**src/rtl/muldiv_unit_pkg.sv**
```systemverilog
// Shared op codes, FSM states and helpers for the
// iterative multiply/divide unit.
package muldiv_unit_pkg;

  localparam logic [3:0] OP_MUL   = 4'b0100;
  localparam logic [3:0] OP_UMULL = 4'b0110;
  localparam logic [3:0] OP_SMULL = 4'b1000;
  localparam logic [3:0] OP_DIV   = 4'b0111;

  typedef enum logic [1:0] {
    S_IDLE,
    S_RUN,
    S_FIX,
    S_DONE
  } state_t;

  function automatic logic is_legal(
    input logic [3:0] op
  );
    return op inside {OP_MUL, OP_UMULL, OP_SMULL, OP_DIV};
  endfunction

endpackage

```
**src/rtl/muldiv_step.sv**
```systemverilog
// One iteration on the {acc,q} pair: shift-add
// multiply step or restoring shift-subtract step.
module muldiv_step #(
  parameter int WIDTH = 32
) (
  input  logic             is_div,
  input  logic [WIDTH-1:0] acc,
  input  logic [WIDTH-1:0] q,
  input  logic [WIDTH-1:0] m,
  output logic [WIDTH-1:0] acc_nxt,
  output logic [WIDTH-1:0] q_nxt
);

  logic [WIDTH:0]   sum;
  logic [WIDTH:0]   rem;
  logic [WIDTH-1:0] diff;
  logic             ge;

  always_comb begin
    sum  = {1'b0, acc} + {1'b0, (q[0] ? m : '0)};
    rem  = {acc, q[WIDTH-1]};
    ge   = rem >= {1'b0, m};
    // a successful trial leaves rem-m < m, so W bits suffice
    diff = rem[WIDTH-1:0] - m;
    if (is_div) begin
      acc_nxt = ge ? diff : rem[WIDTH-1:0];
      q_nxt   = {q[WIDTH-2:0], ge};
    end else begin
      acc_nxt = sum[WIDTH:1];
      q_nxt   = {sum[0], q[WIDTH-1:1]};
    end
  end

endmodule

```
**src/rtl/muldiv_unit.sv**
```systemverilog
// Iterative MUL/UMULL/SMULL/DIV unit with
// start/busy/done handshake and N/Z flags.
module muldiv_unit #(
  parameter int WIDTH = 32
) (
  input  logic             clk,
  input  logic             reset,
  input  logic             start,
  input  logic [3:0]       op,
  input  logic [WIDTH-1:0] a,
  input  logic [WIDTH-1:0] b,
  output logic             busy,
  output logic             done,
  output logic [WIDTH-1:0] result_lo,
  output logic [WIDTH-1:0] result_hi,
  output logic             flag_n,
  output logic             flag_z,
  output logic             div_zero,
  output logic             illegal_op
);

  import muldiv_unit_pkg::*;

  localparam int CW = $clog2(WIDTH) + 1;

  state_t           state;
  logic [3:0]       op_q;
  logic [WIDTH-1:0] acc;
  logic [WIDTH-1:0] q;
  logic [WIDTH-1:0] m;
  logic             neg;
  logic [CW-1:0]    cnt;

  logic [WIDTH-1:0]   acc_nxt;
  logic [WIDTH-1:0]   q_nxt;
  logic [2*WIDTH-1:0] raw;
  logic [2*WIDTH-1:0] prod;
  logic               wide;
  logic               fn;
  logic               fz;

  muldiv_step #(
    .WIDTH(WIDTH)
  ) u_step (
    .is_div (op_q == OP_DIV),
    .acc    (acc),
    .q      (q),
    .m      (m),
    .acc_nxt(acc_nxt),
    .q_nxt  (q_nxt)
  );

  always_comb begin
    raw  = {acc, q};
    prod = (op_q == OP_SMULL && neg) ? -raw : raw;
    wide = op_q inside {OP_UMULL, OP_SMULL};
    fn   = wide ? prod[2*WIDTH-1] : prod[WIDTH-1];
    fz   = wide ? (prod == '0)
                : (prod[WIDTH-1:0] == '0);
  end

  always_ff @(posedge clk) begin
    if (reset) begin
      state      <= S_IDLE;
      op_q       <= '0;
      acc        <= '0;
      q          <= '0;
      m          <= '0;
      neg        <= 1'b0;
      cnt        <= '0;
      busy       <= 1'b0;
      done       <= 1'b0;
      result_lo  <= '0;
      result_hi  <= '0;
      flag_n     <= 1'b0;
      flag_z     <= 1'b0;
      div_zero   <= 1'b0;
      illegal_op <= 1'b0;
    end else begin
      done <= 1'b0;
      unique case (state)
        S_IDLE: begin
          // done high means we just left DONE: drop start
          if (start && !done) begin
            div_zero   <= 1'b0;
            illegal_op <= 1'b0;
            if (!is_legal(op)) begin
              illegal_op <= 1'b1;
              result_lo  <= '0;
              result_hi  <= '0;
              flag_n     <= 1'b0;
              flag_z     <= 1'b1;
              state      <= S_DONE;
            end else begin
              op_q <= op;
              cnt  <= '0;
              busy <= 1'b1;
              acc  <= '0;
              q    <= a;
              m    <= b;
              neg  <= 1'b0;
              if (op == OP_SMULL) begin
                q   <= a[WIDTH-1] ? -a : a;
                m   <= b[WIDTH-1] ? -b : b;
                neg <= a[WIDTH-1] ^ b[WIDTH-1];
              end
              if (op == OP_DIV && b == '0) begin
                // FIX passes {acc,q} straight out
                acc      <= a;
                q        <= '1;
                div_zero <= 1'b1;
                state    <= S_FIX;
              end else begin
                state <= S_RUN;
              end
            end
          end
        end
        S_RUN: begin
          acc <= acc_nxt;
          q   <= q_nxt;
          cnt <= cnt + 1'b1;
          if (cnt == CW'(WIDTH - 1)) begin
            state <= S_FIX;
          end
        end
        S_FIX: begin
          result_hi <= prod[2*WIDTH-1:WIDTH];
          result_lo <= prod[WIDTH-1:0];
          flag_n    <= fn;
          flag_z    <= fz;
          busy      <= 1'b0;
          state     <= S_DONE;
        end
        S_DONE: begin
          done  <= 1'b1;
          state <= S_IDLE;
        end
        default: state <= S_IDLE;
      endcase
    end
  end

endmodule

```
**config.mk**
```make
export PLATFORM = sky130hd
export DESIGN_NAME = muldiv_unit
export DESIGN_NICKNAME = d
export VERILOG_FILES = /design/src/rtl/muldiv_unit_pkg.sv /design/src/rtl/muldiv_step.sv /design/src/rtl/muldiv_unit.sv
export SDC_FILE = /design/constraint.sdc
export NUM_CORES = 1
export LEC_CHECK = 0
export ABC_AREA = 1
export CAP_MARGIN = 20
export CORE_UTILIZATION = 45
export DETAILED_ROUTE_END_ITERATION = 10
export PLACE_DENSITY_LB_ADDON = 0.08
export SYNTH_ARGS = -nofsm -noshare
export SYNTH_HDL_FRONTEND = slang
export SYNTH_SLANG_ARGS = --single-unit
export TNS_END_PERCENT = 50
```
**constraint.sdc**
```tcl
create_clock -name clk -period 7.81 [get_ports clk]
set_input_delay 2.343 -clock clk [delete_from_list [all_inputs] [get_ports clk]]
set_output_delay 2.343 -clock clk [all_outputs]
set_load 0.02 [all_outputs]
```
==> flow_metrics.tcl <==
set metrics [dict create \
    outcome "complete, but fails checks" \
    violations "DRC" \
    cp_slowest_cell "nor2_4" \
    ctsRootBufferMaster "clkbuf_16" \
    grt_pass1_vias 17587 \
    fin_setup_tns_ns 0 \
    timing.slew.headroom_pct 31.1 \
    cts_tree "yes" \
    fin_util_pct 52.1 \
    rr_startpoint "q[0]" \
    row_count 69 \
    fillCellCount 3782 \
    num_vias 19202 \
    clk_pin_slew_worst_paths_ns 0.07 \
    synth.largest_area_cell "dfxtp_1" \
    gp_congestion 1.02 \
    hp-class "reg -> reg" \
    routed_via_density 5.71 \
    ctsHoldBuffers 0 \
    synthCells 2805 \
    synth.cell_area_um2 16400 \
    drv_slew 0 \
    pre_cts_slack_ns 2.35 \
    die_area_um2 37100 \
    drt_iter0_markers 1831 \
    drc 12 \
    fin_crit_sh_pct 64.1 \
    yosys_warnings 0 \
    grt_pass1_wl_um 103000 \
    yosysTopAreaCellShare_pct 21.9 \
    ys_seq_area_share_pct 21.9 \
    synth_area_leaders "dfxtp_1 22%, nand2_1 18%, a21oi_1 8.7%, nor2_1 7.8%, o21ai_0 7.3%" \
    setup_slack_ns 2.80 \
    track_usage_pct 37.1 \
    insertion_delay_ns 0.46 \
    grt_max_degree 97 \
    antenna_found_initial 0 \
    maxCapViolCount 0 \
    slowest_delay_ns 0.85 \
    initial_core_util_pct 45.9 \
    grt-ovfl-total 0 \
    timing.hold.ws_ns 0.466 \
    crit_end "result_lo[8]" \
    clock-sinks 179 \
    setup_viol 0 \
    worstMarginPinSlew_ns 1.03 \
    synth_edf_count 0 \
    synth_commonest_cells "782 x nand2_1, 338 x nor2_1, 298 x inv_1" \
    path_cells "clkdlybuf4s50_1, inv_1, nand3_2, inv_2, a21oi_2, a21oi_4, buf_4, nor2_4, buf_4, inv_1, a2bb2oi_1, nor2_1" \
    clockBufferDepth 2 \
    n_antenna_cell 0 \
    boundaryPins 141 \
    finalNonFillerCells 3360 \
    die_y_um 193 \
    async_flop_share_pct 0 \
    io_buffers 140 \
    path_max_fanout 67 \
    leakagePower_nw 8.60 \
    first_pass_iters 9 \
    rsz0062_at_grt "no" \
    ir_worst_vdd_mv 0.275 \
    dp_hpwl_um 55000 \
    timing.rr.end "acc[28]" \
    r2r.worst_path.cells 16 \
    skew_ns 0.0154 \
    fmax_ghz 0.200 \
    syn_avg_cell_area_um2 5.84 \
    postCtsSetupRepairBufs 0 \
    p_per_area_nw_per_um2 360 \
    period_needed_ns 5.01 \
    cp-start-kind "input port" \
    cp-end-kind "flip-flop" \
    num-nets-final 3031 \
    antenna_left 0 \
    ys_types 55 \
    drive_gt1_share_pct 4.45 \
    core_um2 35700 \
    syn_to_final_growth_pct 13.6 \
    cts_buffers 17 \
    wirelength_um 69400 \
    synth_nets 2950 \
    path_class "in -> reg" \
    r2r_setup_slack_ns 4.14 \
    critPathArrivalTime_ns 5.40 \
    post-place-cells 3328 \
    avgRoutedWirePerCell_um 20.7 \
    synth_ff_type "dfxtp_1" \
    cp.required_ns 8.20 \
    ctsResizeCount 0 \
    startpoint "op[0]" \
    die_w_um 193 \
    finalHoldViolCount 0 \
    htreeDepth 4 \
    ys_ff_latch 179 \
    yosysMostFrequentCell "nand2_1" \
]
-- power breakdown --
part | internal, mW | switching [mW] | total (mW)
clock | 0.419 | 0.418 | 0.837
combinational | 1.36 | 3.06 | 4.42
sequential | 1.07 | 0.372 | 1.44
-- sequential cells by signal (all words and copies together) (netlist names) --
register    flops
illegal_op      1
result_lo      32
done            1
acc            32
m              32
busy            1
flag_n          1
result_hi      32
q              32
flag_z          1
neg             1
op_q            4
div_zero        1
state           2
cnt             6
-- cells by family (layout without fill, tap and decap cells) --
kind of cell	count (synthesis)	after routing	synth area share (%)
xor gates and xnor gates	82	82	4.39
and+or+nand+nor	1427	1427	36.7
DFF	179	179	21.9
adders and majority gates	74	74	5.75
AOI/OAI and AO/OA	635	635	21.2
buffers and inverters	408	502	10.1
-- final cells by class --
type / count / area, um^2 / area share (%)
inverters: 308 / 1160 / 6.24
well taps: 461 / 577 / 3.10
clock inverters: 14 / 104 / 0.559
repair buffers: 162 / 1560 / 8.40
multi-input cells: 2218 / 11200 / 60.1
clock buffers: 18 / 439 / 2.36
flip-flops and latches: 179 / 3580 / 19.3
-- cells in the final DEF, fill, tap and decap left out, types with 10 or more instances in the layout --
cell / synthesis / routed
nand2_1: 782 / 782
nor2_1: 338 / 336
inv_1: 298 / 297
a21oi_1: 283 / 282
o21ai_0: 239 / 239
dfxtp_1: 179 / 179
nand3_1: 162 / 161
clkdlybuf4s50_1: 0 / 139
ha_1: 72 / 71
xor2_1: 66 / 66
nand4_1: 43 / 43
o211ai_1: 29 / 29
nor3_1: 28 / 28
buf_4: 4 / 22
clkbuf_16: 0 / 17
xnor2_1: 16 / 16
a31oi_1: 16 / 16
nor2_2: 13 / 13
nand2_2: 12 / 12
o21a_1: 12 / 12
nor2_4: 8 / 10
-- critical path: cells and delay by family --
kind                   cells  cell delay [ns]
AOI/OAI and AO/OA          3             0.49
and+or+nand+nor            3             1.10
buffers and inverters      6             1.45
-- metrics by stage --
step | power, mW | cell area (um^2)
floorplan | 4.37 | 16400
detailed placement | 5.75 | 18000
global route | 7.19 | 18600
global placement | 5.73 | 18000
finish | 6.70 | 18600
CTS | 6.60 | 18600
-- how the worst min path moves through the flow --
stage                             start            end  slack, ns  depth (start not counted)
final                      result_lo[6]   result_lo[6]       0.47                          2
after global routing      result_lo[26]  result_lo[26]       0.48                          2
after CTS                  result_lo[6]   result_lo[6]       0.47                          2
after detailed placement   result_lo[6]   result_lo[6]       0.46                          2
after global placement     result_lo[7]   result_lo[7]       0.45                          2
after floorplan                  cnt[3]         cnt[3]       0.45                          2
-- routing by layer --
layer | GRT usage (%) | share of wire [%]
met3 | 6.86 | 7.5
met4 | 20.8 | 6.0
met5 | 0 | 0
met1 | 43.4 | 39
met2 | 63.4 | 47
Note: power is estimated with default switching activity, not from simulation.
